==> config.mk <==
export PLATFORM = sky130hd
export DESIGN_NAME = mem_access_unit
export DESIGN_NICKNAME = d
export VERILOG_FILES = /design/src/rtl/mem_access_unit.sv
export SDC_FILE = /design/constraint.sdc
export NUM_CORES = 1
export LEC_CHECK = 0
export ABC_AREA = 1
export BUFFER_PORTS_ARGS = -buffer_cell sky130_fd_sc_hd__buf_2
export CAP_MARGIN = 15
export CORE_AREA = 2 2 125 127
export CTS_CLUSTER_SIZE = 10
export DETAILED_ROUTE_END_ITERATION = 10
export DIE_AREA = 0 0 127 129
export GPL_ROUTABILITY_DRIVEN = 0
export PLACE_DENSITY = 0.67
export SLEW_MARGIN = 0
export SYNTH_ARGS = -nofsm -noshare
export SYNTH_HDL_FRONTEND = slang
export SYNTH_SLANG_ARGS = --single-unit
==> constraint.sdc <==
create_clock -name clk -period 1.9 [get_ports clk]
set_input_delay 0.475 -clock clk [delete_from_list [all_inputs] [get_ports clk]]
set_output_delay 0.475 -clock clk [all_outputs]
set_load 0.01 [all_outputs]
==> src/rtl/mem_access_unit.sv <==
// ============================================================================
// Module   : mem_access_unit
// Brief    : MEM-stage load/store engine for an sram-like data bus
// Revision : 1.0 - initial release
// ============================================================================
`default_nettype none

module mem_access_unit #(
    parameter int ADDR_W = 32
) (
    input  logic              clk,
    input  logic              resetn,
    input  logic              mem_valid,
    input  logic              mem_wr,
    input  logic [2:0]        mem_op,
    input  logic [ADDR_W-1:0] mem_addr,
    input  logic [31:0]       mem_wdata,
    input  logic              flush,
    output logic              stall,
    output logic [31:0]       rdata,
    output logic              rdata_valid,
    output logic              adel,
    output logic              ades,
    output logic [ADDR_W-1:0] bad_addr,
    output logic              data_req,
    output logic              data_wr,
    output logic [1:0]        data_size,
    output logic [ADDR_W-1:0] data_addr,
    output logic [3:0]        data_wstrb,
    output logic [31:0]       data_wdata,
    input  logic              data_addr_ok,
    input  logic [31:0]       data_rdata,
    input  logic              data_data_ok
);

    localparam logic [2:0] c_OP_LB  = 3'd0;
    localparam logic [2:0] c_OP_LBU = 3'd1;
    localparam logic [2:0] c_OP_LH  = 3'd2;
    localparam logic [2:0] c_OP_LHU = 3'd3;
    localparam logic [2:0] c_OP_LW  = 3'd4;
    localparam logic [2:0] c_OP_SB  = 3'd5;
    localparam logic [2:0] c_OP_SH  = 3'd6;
    localparam logic [2:0] c_OP_SW  = 3'd7;

    typedef enum logic [1:0] {
        S_IDLE = 2'd0,
        S_REQ  = 2'd1,
        S_WAIT = 2'd2,
        S_DONE = 2'd3
    } state_t;

    state_t            r_state;
    state_t            w_next;
    logic              r_cancel;
    logic [2:0]        r_op;
    logic [1:0]        r_off;
    logic              r_wr;
    logic [1:0]        r_size;
    logic [ADDR_W-1:0] r_addr;
    logic [3:0]        r_wstrb;
    logic [31:0]       r_wdata;
    logic [31:0]       r_rdata;

    logic              w_mis;
    logic              w_idle_req;
    logic              w_accept;
    logic              w_fault;
    logic [1:0]        w_size;
    logic [3:0]        w_wstrb;
    logic [31:0]       w_wdata;
    logic [7:0]        w_byte;
    logic [15:0]       w_half;
    logic [31:0]       w_ext;
    logic              w_data_done;
    logic              w_capture;

    // Alignment and bus-field decode from the live MEM-stage inputs
    always_comb begin
        w_mis   = 1'b0;
        w_size  = 2'd2;
        w_wstrb = 4'b0000;
        w_wdata = mem_wdata;
        case (mem_op)
            c_OP_LB, c_OP_LBU: w_size = 2'd0;
            c_OP_LH, c_OP_LHU: begin
                w_size = 2'd1;
                w_mis  = mem_addr[0];
            end
            c_OP_LW: w_mis = (mem_addr[1:0] != 2'b00);
            c_OP_SB: begin
                w_size  = 2'd0;
                w_wstrb = 4'b0001 << mem_addr[1:0];
                w_wdata = {4{mem_wdata[7:0]}};
            end
            c_OP_SH: begin
                w_size  = 2'd1;
                w_mis   = mem_addr[0];
                w_wstrb = mem_addr[1] ? 4'b1100 : 4'b0011;
                w_wdata = {2{mem_wdata[15:0]}};
            end
            default: begin
                w_mis   = (mem_addr[1:0] != 2'b00);
                w_wstrb = 4'b1111;
            end
        endcase
    end

    assign w_idle_req = resetn && (r_state == S_IDLE) && mem_valid && !flush;
    assign w_accept   = w_idle_req && !w_mis;
    assign w_fault    = w_idle_req && w_mis;

    // Load lane extraction uses the offset latched at accept time
    always_comb begin
        w_byte = data_rdata[7:0];
        case (r_off)
            2'd1:    w_byte = data_rdata[15:8];
            2'd2:    w_byte = data_rdata[23:16];
            2'd3:    w_byte = data_rdata[31:24];
            default: w_byte = data_rdata[7:0];
        endcase
        w_half = r_off[1] ? data_rdata[31:16] : data_rdata[15:0];
        case (r_op)
            c_OP_LB:  w_ext = {{24{w_byte[7]}}, w_byte};
            c_OP_LBU: w_ext = {24'd0, w_byte};
            c_OP_LH:  w_ext = {{16{w_half[15]}}, w_half};
            c_OP_LHU: w_ext = {16'd0, w_half};
            default:  w_ext = data_rdata;
        endcase
    end

    assign w_data_done = data_data_ok &&
                         (((r_state == S_REQ) && data_addr_ok) || (r_state == S_WAIT));
    assign w_capture   = w_data_done && !r_wr && !r_cancel && !flush;

    always_comb begin
        w_next = r_state;
        case (r_state)
            S_IDLE: if (w_accept) w_next = S_REQ;
            S_REQ: begin
                if (data_addr_ok) w_next = data_data_ok ? S_DONE : S_WAIT;
            end
            S_WAIT: if (data_data_ok) w_next = S_DONE;
            default: w_next = S_IDLE;
        endcase
    end

    always_comb begin
        stall       = w_accept || (r_state == S_REQ) || (r_state == S_WAIT);
        data_req    = (r_state == S_REQ);
        rdata_valid = (r_state == S_DONE) && !r_wr && !r_cancel;
        adel        = w_fault && !mem_wr;
        ades        = w_fault && mem_wr;
        bad_addr    = w_fault ? mem_addr : '0;
    end

    assign data_wr    = r_wr;
    assign data_size  = r_size;
    assign data_addr  = r_addr;
    assign data_wstrb = r_wstrb;
    assign data_wdata = r_wdata;
    assign rdata      = r_rdata;

    always_ff @(posedge clk) begin
        if (!resetn) begin
            r_state  <= S_IDLE;
            r_cancel <= 1'b0;
            r_op     <= 3'd0;
            r_off    <= 2'd0;
            r_wr     <= 1'b0;
            r_size   <= 2'd0;
            r_addr   <= '0;
            r_wstrb  <= 4'd0;
            r_wdata  <= 32'd0;
            r_rdata  <= 32'd0;
        end else begin
            r_state <= w_next;
            if (w_accept) begin
                r_op    <= mem_op;
                r_off   <= mem_addr[1:0];
                r_wr    <= mem_wr;
                r_size  <= w_size;
                r_addr  <= mem_addr;
                r_wstrb <= mem_wr ? w_wstrb : 4'b0000;
                r_wdata <= w_wdata;
            end
            // A killed access still finishes on the bus; only its result is dropped
            if (((r_state == S_REQ) || (r_state == S_WAIT)) && flush) begin
                r_cancel <= 1'b1;
            end else if (r_state == S_DONE) begin
                r_cancel <= 1'b0;
            end
            if (w_capture) begin
                r_rdata <= w_ext;
            end
        end
    end

endmodule

`default_nettype wire

==> flow_summary.ini <==
[final_layout]
stdcell_area_sq_um = 7510
seqCellArea_sq_um = 2180
nets = 1189
final_core_area_utilization = 0.501
share_of_post_route_cells_with_drive_strength_above_1 = 0.308
antenna_cells_inserted = 0
multi_input_area_sq_um = 2680
nFillCells = 1563
areaGrowthSynthToFinish_pct = 41.6

[sta]
finalClockSkew_ns = 0.0123
timing_worst_slew_pin_value_ns = 0.387
slew_violations = 0
final.hold.worst_slack_ns = 0.376
rsz0062_at_grt = yes
post-route-worst-setup-slack_ns = -0.222
period_needed_ns = 2.12
final_hold_viols = 0
final_min_period_over_clock_period = 1.12
timing.final.setup_violations = 35
setup_total_negative_slack_ns = -6.34
max_freq_mhz = 471
worst_slew_margin_rel = 0.742

[synthesis]
post_synthesis_instance_total = 822
netlist-cell-type-count = 27
yosysTopAreaCellShare = 0.412
synthesis.yosys.warnings = 0
post-synth-top-area-cell = dfxtp_1
seq_total_area_yosys = 0.412
synth_top_area_cells = dfxtp_1, nand2_1, a21oi_1
mappedNetlistArea_sq_um = 5300
syn-num-nets = 932
ys_ff_latch = 109
syn_area_per_cell_sq_um = 6.45

[placed_design]
dp_slack_ns = -0.101
placed_cell_area_sq_um = 6940
io_buffer_count = 245
dpl_wire_length_um = 12500

[worst_setup_path]
cp_slowest_cell = dfxtp_2
startpoint_type = register
cp_num_buf_inv = 3
critical_path.most_common_cell = nand3_4
critical_path.max_fanout = 8
worst-setup-path-type = reg2out
worst_ep_required_time_ns = 1.42
cp_top_family = simple AND/OR/NAND/NOR gates
arrival_time_reported_for_the_critical_path_endpoint_ns = 1.65
worstPathCellList = inv_2, ha_4, nand3_4, nor2_4, nand3_4, buf_8, nor2_1, buf_2
critical-path-max-stage-delay_ns = 0.33
setup_crit_end_kind = output port

[grt]
grt_antenna_before_repair = 0
grt_first_pass_wirelength_um = 26800
groute.usage.overall = 0.204
grt-ovfl-total = 0
grt_pass1_vias = 5218
pin_count_of_the_biggest_net_entering_global_routing = 71

[detailed_routing]
antenna_violating_nets_left = 0
vias = 6015
wl_per_cell_um = 13.6
drt-pass1-iter-count = 4
drt_iter0_drc = 389
drt_wl_total_um = 17300
remaining_drcs = 0
met1_wirelength_um = 7420
route.detailed.vias_per_inst = 4.73
wl_met2_um = 8050
dr_wl_met3_um = 1490
top_layer = met4

[cts]
cts_root_buf = clkbuf_16
htreeDepth = 3
tritoncts = yes
clock-sinks = 109
number_of_buffers_created_by_cts = 9
clock_insertion_delay_worst_skew_ns = 0.35
cts.path.max_buffers = 2
clk_transition_reported_paths_ns = 0.07

[floorplan]
fp.dieArea_sq_um = 16400
design.portCount = 246
initial_utilization = 0.354
total_core_area_sq_um = 15000
std_cell_rows = 45
dieWidth_um = 127
die-height_um = 129

[min_path]
hold_path.class = in2reg

[power_and_ir_drop]
p_per_area_nw_per_um2 = 834
leakagePower_uw = 0.00396
ir_drop_mv = 0.412

[run_status]
status = finished, violations left
failed_checks = negative setup slack

[run]
cap_violations = 0
[cells by family after synthesis]
group	synth area share
simple gates	0.310
compound gates	0.163
buf+inv	0.106
flops	0.412
fa+ha+maj	0.00944
[cell usage after synthesis, drive strengths merged]
cell and count:
nor3 8, nand3 36, o21bai 2, nor2 56, buf 25, a22oi 1
o221ai 1, a31oi 1, nand2 316, ha 4, clkinv 1, a21oi 101
o21ai 24, o21a 17, a21boi 6, o211ai 1, clkbuf 18, dfxtp 109
o22ai 3, inv 92
[area by class of cell]
| class | instances | area share |
|---|---|---|
| clock buffer | 11 | 0.0323 |
| clock inverter | 5 | 0.00850 |
| inverter | 93 | 0.0468 |
| multi-input combinational | 577 | 0.357 |
| sequential | 109 | 0.291 |
| tap | 188 | 0.0313 |
| timing repair buffer | 289 | 0.233 |
[repair_timing]
item | CTS | global route
hold buffers | 0 | 0
resized for setup | 25 | 23
pin swaps | 0 | 1
buffers inserted | 3 | 2
endpoints found under the setup margin | 35 | 35
cloned | 1 | 0
[cells in the final DEF (no fill, tap or decap), types with 6 or more instances in the layout]
cell / instances
a21oi_1: 100
nand3_1: 32
buf_6: 9
o21ai_0: 22
inv_1: 87
a21boi_0: 6
clkbuf_16: 9
nor2_2: 7
o21a_1: 17
nor2_1: 40
nor2_4: 9
buf_4: 32
dfxtp_1: 108
buf_2: 237
nor3_1: 8
buf_12: 9
nand2_1: 315
[worst reg2reg max path, cell delays in order, from the launching register on]
cell	delay, ns
dfxtp_2	0.33
inv_2	0.07
ha_4	0.14
nand3_4	0.07
nor2_4	0.12
buf_4	0.13
buf_6	0.09
nand3_4	0.08
buf_4	0.17
inv_4	0.09
buf_12	0.20
nand2_1	0.09
a21oi_1	0.14
[worst paths after layout]
path / start / endpoint / slack (ns) / depth (start not counted)
setup / recovery: r_state[0] / bad_addr[14] / -0.22 / 8
hold / removal: mem_addr[16] / data_addr[16] / 0.38 / 3
setup reg to reg: r_state[0] / data_wdata[0] / 0.14 / 12
hold reg to reg: data_addr[18] / data_addr[18] / 0.46 / 2
[stage by stage]
stage,instances,total power [uW]
after global routing,1272,6610
after floorplan,822,3490
after global placement,1250,4170
after CTS,1270,6270
after detailed placement,1250,4180
final,1272,6260
[power breakdown]
group / leakage [uW] / switching, uW / internal, uW
registers: 0.000883 / 96.9 / 2480
logic: 0.00293 / 962 / 761
clock network: 0.000147 / 888 / 1080
[layer usage]
metal	global-route usage	up-vias
li1	-	3076
met3	0.0541	22
met5	0	-
met1	0.268	2683
met4	0.0685	0
met2	0.326	234
[registers in the layout, summed over array words and instances (netlist names)]
register    flops
data_wdata     32
rdata          32
data_addr      31
data_wstrb      4
r_op            3
data_size       2
r_state         2
data_wr         1
r_cancel        1
r_off           1
Power figures use the tool's default switching activity.
